## src/rtl/mux_rr_arbiter_if.sv

```systemverilog
// rtl/mux_rr_arbiter_if.sv - handshake bundle between requesters, arbiter and mux4to1 select
// The optional lock input exists only when MUX_ARB_LOCK_EN is defined.
interface mux_rr_arbiter_if #(
    parameter int CNT_W = 8
);
    logic [3:0]       req;
    logic             out_ready;
    logic [1:0]       sel;
    logic [3:0]       gnt;
    logic             busy;
    logic             xfer;
    logic [CNT_W-1:0] owner_cnt;
`ifdef MUX_ARB_LOCK_EN
    logic             lock;

    modport master (
        output req, out_ready, lock,
        input  sel, gnt, busy, xfer, owner_cnt
    );
    modport slave (
        input  req, out_ready, lock,
        output sel, gnt, busy, xfer, owner_cnt
    );
`else
    modport master (
        output req, out_ready,
        input  sel, gnt, busy, xfer, owner_cnt
    );
    modport slave (
        input  req, out_ready,
        output sel, gnt, busy, xfer, owner_cnt
    );
`endif
endinterface

```

## src/rtl/mux_rr_arbiter.sv

```systemverilog
// rtl/mux_rr_arbiter.sv - round-robin arbiter with burst limit driving a 4:1 mux select
// Optional burst-limit lock is enabled by defining MUX_ARB_LOCK_EN.
module mux_rr_arbiter #(
    parameter int MAX_HOLD = 8,
    parameter int CNT_W    = 8
) (
    input  logic                  clk,
    input  logic                  rst_n,
    mux_rr_arbiter_if.slave       bus
);
    typedef enum logic {IDLE, GRANT} state_t;

    localparam logic [CNT_W-1:0] HOLD_LAST = (MAX_HOLD == 0) ? '0 : CNT_W'(MAX_HOLD - 1);
    localparam logic [CNT_W-1:0] CNT_MAX   = '1;
    localparam logic             LIMIT_ON  = (MAX_HOLD != 0);

    state_t           state_q, state_d;
    logic [1:0]       sel_q, sel_d;
    logic [1:0]       ptr_q, ptr_d;
    logic [3:0]       gnt_q, gnt_d;
    logic [CNT_W-1:0] cnt_q, cnt_d;
    logic             xfer;
    logic             lock_on;
    logic             rel_a, rel_b;
    logic [1:0]       scan_base;
    logic [1:0]       win;

`ifdef MUX_ARB_LOCK_EN
    assign lock_on = bus.lock;
`else
    assign lock_on = 1'b0;
`endif

    // First set bit at or after base, wrapping upward.
    function automatic logic [1:0] pick(input logic [3:0] r, input logic [1:0] base);
        logic [1:0] idx;
        pick = base;
        for (int i = 3; i >= 0; i--) begin
            idx = base + 2'(i);
            if (r[idx]) pick = idx;
        end
    endfunction

    assign xfer      = (|(gnt_q & bus.req)) & bus.out_ready;
    assign scan_base = (state_q == IDLE) ? ptr_q + 2'd1 : sel_q + 2'd1;
    assign win       = pick(bus.req, scan_base);
    assign rel_a     = (state_q == GRANT) && !bus.req[sel_q];
    assign rel_b     = (state_q == GRANT) && xfer && LIMIT_ON && !lock_on && (cnt_q >= HOLD_LAST);

    always_comb begin
        state_d = state_q;
        sel_d   = sel_q;
        ptr_d   = ptr_q;
        gnt_d   = gnt_q;
        cnt_d   = cnt_q;
        case (state_q)
            IDLE: begin
                if (|bus.req) begin
                    gnt_d   = 4'b0001 << win;
                    sel_d   = win;
                    cnt_d   = '0;
                    state_d = GRANT;
                end
            end
            GRANT: begin
                if (rel_a || rel_b) begin
                    // The owner sits last in the scan, so a forced release only re-grants it when alone.
                    ptr_d = sel_q;
                    cnt_d = '0;
                    if (|bus.req) begin
                        gnt_d = 4'b0001 << win;
                        sel_d = win;
                    end else begin
                        gnt_d   = 4'b0000;
                        state_d = IDLE;
                    end
                end else if (xfer && (cnt_q != CNT_MAX)) begin
                    cnt_d = cnt_q + 1'b1;
                end
            end
            default: begin
                state_d = IDLE;
                gnt_d   = 4'b0000;
            end
        endcase
    end

    always_ff @(posedge clk or negedge rst_n) begin
        if (!rst_n) begin
            state_q <= IDLE;
            sel_q   <= 2'd0;
            ptr_q   <= 2'd3;
            gnt_q   <= 4'b0000;
            cnt_q   <= '0;
        end else begin
            state_q <= state_d;
            sel_q   <= sel_d;
            ptr_q   <= ptr_d;
            gnt_q   <= gnt_d;
            cnt_q   <= cnt_d;
        end
    end

    assign bus.sel       = sel_q;
    assign bus.gnt       = gnt_q;
    assign bus.busy      = |gnt_q;
    assign bus.xfer      = xfer;
    assign bus.owner_cnt = cnt_q;
endmodule

```

## src/flat_wrapper.sv

```systemverilog
// flat-port wrapper written by rule: the top's interface ports become plain ports
module mux_rr_arbiter_flat 
#(
    parameter int MAX_HOLD = 8,
    parameter int CNT_W    = 8
)
  (clk, rst_n, bus_req, bus_out_ready, bus_sel, bus_gnt, bus_busy, bus_xfer, bus_owner_cnt);
  mux_rr_arbiter_if #(.CNT_W(CNT_W)) bus_i ();
  input  logic clk;
  input  logic rst_n;
  input wire logic [$bits(bus_i.req)-1:0] bus_req;
  input wire logic [$bits(bus_i.out_ready)-1:0] bus_out_ready;
  output wire logic [$bits(bus_i.sel)-1:0] bus_sel;
  output wire logic [$bits(bus_i.gnt)-1:0] bus_gnt;
  output wire logic [$bits(bus_i.busy)-1:0] bus_busy;
  output wire logic [$bits(bus_i.xfer)-1:0] bus_xfer;
  output wire logic [$bits(bus_i.owner_cnt)-1:0] bus_owner_cnt;
  assign bus_i.req = bus_req;
  assign bus_i.out_ready = bus_out_ready;
  assign bus_sel = bus_i.sel;
  assign bus_gnt = bus_i.gnt;
  assign bus_busy = bus_i.busy;
  assign bus_xfer = bus_i.xfer;
  assign bus_owner_cnt = bus_i.owner_cnt;
  mux_rr_arbiter #(.MAX_HOLD(MAX_HOLD), .CNT_W(CNT_W)) u_core (.clk(clk), .rst_n(rst_n), .bus(bus_i));
endmodule
```

## config.mk

```make
export PLATFORM = sky130hd
export DESIGN_NAME = mux_rr_arbiter_flat
export DESIGN_NICKNAME = d
export VERILOG_FILES = /design/src/rtl/mux_rr_arbiter_if.sv /design/src/rtl/mux_rr_arbiter.sv /design/src/flat_wrapper.sv
export SDC_FILE = /design/constraint.sdc
export NUM_CORES = 1
export LEC_CHECK = 0
export CORE_MARGIN = 10
export CORE_UTILIZATION = 45
export CTS_CLUSTER_DIAMETER = 150
export CTS_CLUSTER_SIZE = 16
export DETAILED_ROUTE_END_ITERATION = 10
export HOLD_SLACK_MARGIN = 0.06
export PLACE_DENSITY = 0.84
export SLEW_MARGIN = 10
export SYNTH_ARGS = -nofsm -noshare
export SYNTH_HDL_FRONTEND = slang
export SYNTH_SLANG_ARGS = --single-unit
```

## constraint.sdc

```tcl
create_clock -name clk -period 2 [get_ports clk]
set_clock_uncertainty 0.1 [all_clocks]
set_input_delay 0.4 -clock clk [delete_from_list [all_inputs] [get_ports clk]]
set_output_delay 0.4 -clock clk [all_outputs]
set_load 0.01 [all_outputs]
```

==> results of run 1 <==
layer usage:
layer	vias up	share of wire	track usage
met2	42	0.51	0.206
met3	2	0.090	0.0441
met5	-	0	0
li1	521	-	-
met4	0	0.0026	0.0387
met1	536	0.40	0.135
cells in the mapped netlist (all sizes together) (2+ instances only):
library cell / instances / area share
a22o: 2 / 0.015
a21oi: 2 / 0.0085
nor3: 5 / 0.031
a2bb2oi: 2 / 0.015
o31a: 2 / 0.015
inv: 4 / 0.013
o21ai: 4 / 0.030
o22ai: 2 / 0.011
mux2: 6 / 0.067
a41oi: 2 / 0.015
nor2b: 2 / 0.011
o2111ai: 2 / 0.015
and3: 2 / 0.012
nand2: 11 / 0.041
dfrtp: 15 / 0.32
buf: 5 / 0.044
o221ai: 4 / 0.030
a31oi: 4 / 0.021
dfstp: 2 / 0.044
nor2: 7 / 0.022
xnor2: 3 / 0.022
mux2i: 3 / 0.025
or4: 2 / 0.016
nand2b: 2 / 0.011
worst paths after layout:
kind / start / endpoint
worst min register to register: u_core.bus.owner_cnt[2]$_DFFE_PN0P_ / u_core.bus.owner_cnt[2]$_DFFE_PN0P_
worst min-delay path: rst_n / u_core.bus.owner_cnt[1]$_DFFE_PN0P_
worst max register to register: u_core.bus.owner_cnt[5]$_DFFE_PN0P_ / u_core.bus.sel[1]$_DFFE_PN0P_
max in group asynchronous: rst_n / u_core.ptr_q[0]$_DFFE_PN1P_
worst max-delay path: bus_req[1] / u_core.bus.gnt[0]$_DFFE_PN0P_
min in group clk: u_core.bus.owner_cnt[2]$_DFFE_PN0P_ / u_core.bus.owner_cnt[2]$_DFFE_PN0P_
what timing repair did:
action / in CTS / in global routing
setup endpoints to repair: 3 / 12
hold endpoints to repair: 0 / 0
hold buffers: 0 / 0
resized for setup: 6 / 10
pin swaps: 2 / 6
setup buffers: 6 / 0
report_power, final:
part | internal (mW) | switching, mW
logic | 0.670 | 0.563
clock network | 0.0774 | 0.104
registers | 0.449 | 0.0935
worst max-delay path: stages:
cell             delay [ns]
clkdlybuf4s50_1        0.42
buf_4                  0.18
mux4_2                 0.53
o21ai_2                0.10
buf_4                  0.14
nand2b_1               0.09
o221ai_2               0.19
registers in the layout (all words and copies together), names as in the netlist:
| register | flops |
|---|---|
| u_core.state_q | 1 |
| u_core.bus.gnt | 4 |
| u_core.bus.sel | 2 |
| u_core.bus.owner_cnt | 8 |
| u_core.ptr_q | 2 |
stage by stage:
step	cell area, sq um	utilization	TNS (ns)
2_1_floorplan	1180	-	0
3_3_place_gp	1540	0.617	-4.09
3_5_place_dp	1540	0.617	-4.43
4_1_cts	1610	0.643	0
5_1_grt	1640	0.657	-0.0219
6_report	1640	0.657	0
kinds of logic (layout without fill, tap and decap cells):
logic type | after synthesis | count (layout) | share of synthesized area
simple gates | 36 | 36 | 0.182
buf+inv | 11 | 58 | 0.0634
xor+xnor | 3 | 3 | 0.0222
compound gates | 33 | 33 | 0.249
mux | 10 | 10 | 0.111
fa+ha+maj | 1 | 1 | 0.0106
flops | 17 | 17 | 0.362
area by class of cell:
cell class	instances	area, sq um
inverter	5	18.8
multi-input combinational	83	709
clock buffer	4	26.3
sequential	17	429
fill	192	858
tap	30	37.5
timing repair buffer	49	420
==> impl_metrics.toml, run 1 <==
[clock_tree]
numCtsBuffers = 3
htree_levels = 1
clock_path_buffers = 2
tritoncts = "built"
insertion_delay_ns = 0.28
clk_pin_slew_ns = 0.10
clock_sinks = 17
cts-root-buf = "clkbuf_4"

[die]
die_x_um = 71.3
die_area_sq_mm = 0.00508
placementRows = 18
pin_count = 23
coreArea_sq_mm = 0.00250
die_h_um = 71.3
initial_core_util = 0.473

[yosys]
synth_seq_cells = 17
yosysSeqAreaShare = 0.362
synthesis.nets = 119
synth_edf_count = 0
synthArstFlopShare = 1.00
ys.flop_type = "dfrtp_1"
yosys_warnings = 0
syn_area_sq_mm = 0.00118
syn_inst = 111
yosysUniqueCellTypes = 49
synth_area_per_cell_sq_um = 10.7

[routing]
drc = 0
ant_nets = 0
dr.pass1.iters = 4
post_drt_wl_per_cell_um = 16.6
vias = 1101
drt_iter0_drc = 45
vias_per_cell = 5.86
routed_wl_um = 3120

[grt]
grt_pass1_vias = 1153
overflow = 0
grt_use_total = 0.121
antenna_found_initial = 0
grt_max_degree = 18
grt_pass1_wl_um = 5270

[final_layout]
layout.cells.non_filler = 188
num_antenna_cells = 0
layout_common_cells = "buf_4, clkdlybuf4s50_1, dfrtp_1"
syn2layout_area_growth_pct = 38.7
drive_above_1_share = 0.348
final_nets = 167
final_common_cell = "buf_4"

[worst_setup_path]
worstPathArrival_ns = 2.05
reg2regPathDepth = 5
cp.required_ns = 2.10
regToRegSetupSlack_ns = 0.07
crit_fanout = 8
cp-end-kind = "flop"
critical_path_class = "in2reg"
start_kind = "primary input"

[power_and_ir_drop]
ir_drop_uv = 746
finalPower_mw = 1.96
leakage_nw = 0.713
power_density_mw_per_mm2 = 1190

[sta]
setup_viol = 0
relSlewSlack = 0.736
slew_viol_final = 0
fmax_ghz = 0.513
rsz0062_at_grt = "true"
worst_pin_slew_ns = 0.396
fin_crit_sh = 0.975
fin_crit_ns = 1.95
whs_ns = 0.327
setup_slack_ns = 0.0500
hold_viol_final = 0

[worst_hold_path]
hp-class = "in2async"

[place]
gp_congestion = 0.933
dpl.cell_count = 178
hpwl_um = 2290
io_buffers = 22
dp_slack_ns = -0.303

[job]
cap_violations = 0

[outcome]
status = "completed"
Note: power is estimated with default switching activity, not from simulation.
==> run 2: changes to the inputs <==
--- a/config.mk
+++ b/config.mk
@@ -12,6 +12,7 @@
 export DETAILED_ROUTE_END_ITERATION = 10
 export HOLD_SLACK_MARGIN = 0.06
 export PLACE_DENSITY = 0.84
+export SETUP_SLACK_MARGIN = 0.2
 export SLEW_MARGIN = 10
 export SYNTH_ARGS = -nofsm -noshare
 export SYNTH_HDL_FRONTEND = slang
==> run 2 against run 1 <==
Critical path depth decreased by 2; largest cell class unchanged; via count rose by 5.4%; hold slack improved by 0.0013 ns; combinational power rose by 22%; non-clock buffer count up 10; die area unchanged; largest power group unchanged; count of clock-buffer cells in the layout is the same; wire length increased by 20%; utilization rose by 9.7 points; global-route usage rose by 2.1 points; flip-flop and latch count unchanged.
==> impl_metrics.toml, run 2 (synthesized netlist as in run 1, its figures left out) <==
[outcome]
status = "completed"

[final_layout]
design_area_sq_mm = 0.00188
largest_register_ff_count = 8
drive_above_1_share = 0.554
fill_cells = 172
syn2layout_area_growth_pct = 59.2
final_nets = 177
layout_common_cells = "buf_4, dfrtp_1, dlygate4sd2_1"
layout.cells.non_filler = 198
final_common_cell = "buf_4"
num_antenna_cells = 0

[worst_setup_path]
crit_fanout = 3
critical_path_class = "reg2reg"
start_kind = "flop"
worstPathArrival_ns = 1.98
critPathTopFamily = "simple AND/OR/NAND/NOR gates"
critical-path-max-stage-delay_ns = 0.55
cp.required_ns = 2.07
path_cells = "or4_4 > nor3_4 > o211ai_4 > nand2_4 > mux2_4"
cp-end-kind = "flop"
crit_buf_inv = 0
worst_path_max_delay_cell = "or4_4"

[die]
die_x_um = 71.3
die_h_um = 71.3
coreArea_sq_mm = 0.00250
initial_core_util = 0.473
pin_count = 23
die_area_sq_mm = 0.00508
placementRows = 18

[power_and_ir_drop]
leakage_nw = 0.885
ir_drop_uv = 783
power_density_mw_per_mm2 = 1180
finalPower_mw = 2.23

[place]
io_buffers = 22
gp_congestion = 0.937
hpwl_um = 2270
dpl.cell_count = 178
place_area_sq_mm = 0.00155

[grt]
grt_pass1_wl_um = 6070
grt_use_total = 0.141
antenna_found_initial = 0
grt_pass1_vias = 1270
overflow = 0
grt_max_degree = 18

[clock_tree]
clock_sinks = 17
htree_levels = 1
tritoncts = "built"
insertion_delay_ns = 0.28
clk_pin_slew_ns = 0.09
clock_path_buffers = 2
numCtsBuffers = 3
cts-root-buf = "clkbuf_4"
holdBufCountCts = 0

[routing]
dr.pass1.iters = 4
drc = 0
drt_iter0_drc = 55
routed_wl_um = 3750
ant_nets = 0
vias_per_cell = 5.86
vias = 1160
post_drt_wl_per_cell_um = 18.9

[job]
cap_violations = 0

[sta]
relSlewSlack = 0.709
worst_pin_slew_ns = 0.435
fin_crit_sh = 0.954
rsz0062_at_grt = "true"
setup_viol = 0
slew_viol_final = 0
whs_ns = 0.328
fin_crit_ns = 1.91
fmax_ghz = 0.524
hold_viol_final = 0

[worst_hold_path]
hp-class = "in2async"
-- run 2: cell types whose count changed in the layout (fill, tap and decap cells not counted), sizes merged --
| cell | change |
|---|---|
| buf | +11 |
| clkbuf | -1 |
| clkdlybuf4s50 | -13 |
| dlygate4sd2 | +11 |
| dlymetal6s2s | +2 |
-- run 2: layout make-up --
cell class	instances	area, sq um	area share
inverters	5	18.8	0.00996
repair buffers	59	509	0.270
multi-input cells	83	862	0.458
clock buffers	4	26.3	0.0139
flip-flops and latches	17	430	0.228
well taps	30	37.5	0.0199
-- run 2: final timing paths --
path                                                startpoint                                   to  slack (ns)  cells past startpoint
setup / recovery           u_core.bus.owner_cnt[4]$_DFFE_PN0P_        u_core.bus.sel[1]$_DFFE_PN0P_        0.09                      5
hold / removal                                           rst_n  u_core.bus.owner_cnt[4]$_DFFE_PN0P_        0.33                      2
setup reg to reg           u_core.bus.owner_cnt[4]$_DFFE_PN0P_        u_core.bus.sel[1]$_DFFE_PN0P_        0.09                      5
hold reg to reg            u_core.bus.owner_cnt[2]$_DFFE_PN0P_  u_core.bus.owner_cnt[2]$_DFFE_PN0P_        0.51                      2
max in group asynchronous                                rst_n          u_core.ptr_q[0]$_DFFE_PN1P_        1.21                      2
min in group clk           u_core.bus.owner_cnt[2]$_DFFE_PN0P_  u_core.bus.owner_cnt[2]$_DFFE_PN0P_        0.51                      2
-- run 2: per-stage QoR --
stage | setup TNS (ns) | util | worst slack, ns
after global routing | 0 | 0.754 | 0.0391
after floorplan | 0 | - | 0.0646
after CTS | 0 | 0.695 | 0.0822
after detailed placement | -4.19 | 0.619 | -0.304
after global placement | -3.99 | 0.619 | -0.284
final | 0 | 0.754 | 0.0916
-- run 2: report_power, final --
group / switching [mW] / total [mW] / leakage, nW / internal [mW]
registers: 0.0915 / 0.543 / 0.215 / 0.452
logic: 0.726 / 1.50 / 0.655 / 0.778
clock network: 0.101 / 0.178 / 0.0150 / 0.0774
-- run 2: worst register-to-register path: cells and delay by family, from the launching register on --
family	cells	cell delay, ns
compound gates	1	0.12
flops	1	0.39
mux	1	0.29
simple gates	3	0.89
-- run 2: layer usage --
layer,vias to the layer above,wire (um),global-route usage
met5,-,0,0
met4,0,89,0.0538
met3,10,154,0.0317
met2,27,1900,0.247
met1,584,1600,0.163
li1,539,-,-
-- run 2: what timing repair did --
| item | 4_1_cts | 5_1_grt |
|---|---|---|
| setup buffers | 12 | 4 |
| pin swaps | 16 | 7 |
| endpoints found under the setup margin | 28 | 22 |
| resized for setup | 43 | 26 |
==> run 3: changes to the inputs <==
--- a/config.mk
+++ b/config.mk
@@ -10,7 +10,6 @@
 export CTS_CLUSTER_DIAMETER = 150
 export CTS_CLUSTER_SIZE = 16
 export DETAILED_ROUTE_END_ITERATION = 10
-export HOLD_SLACK_MARGIN = 0.06
 export PLACE_DENSITY = 0.84
 export SETUP_SLACK_MARGIN = 0.2
 export SLEW_MARGIN = 10
==> results of run 3 <==
Same layout as run 2: the final DEF is identical, and so are final timing and power.
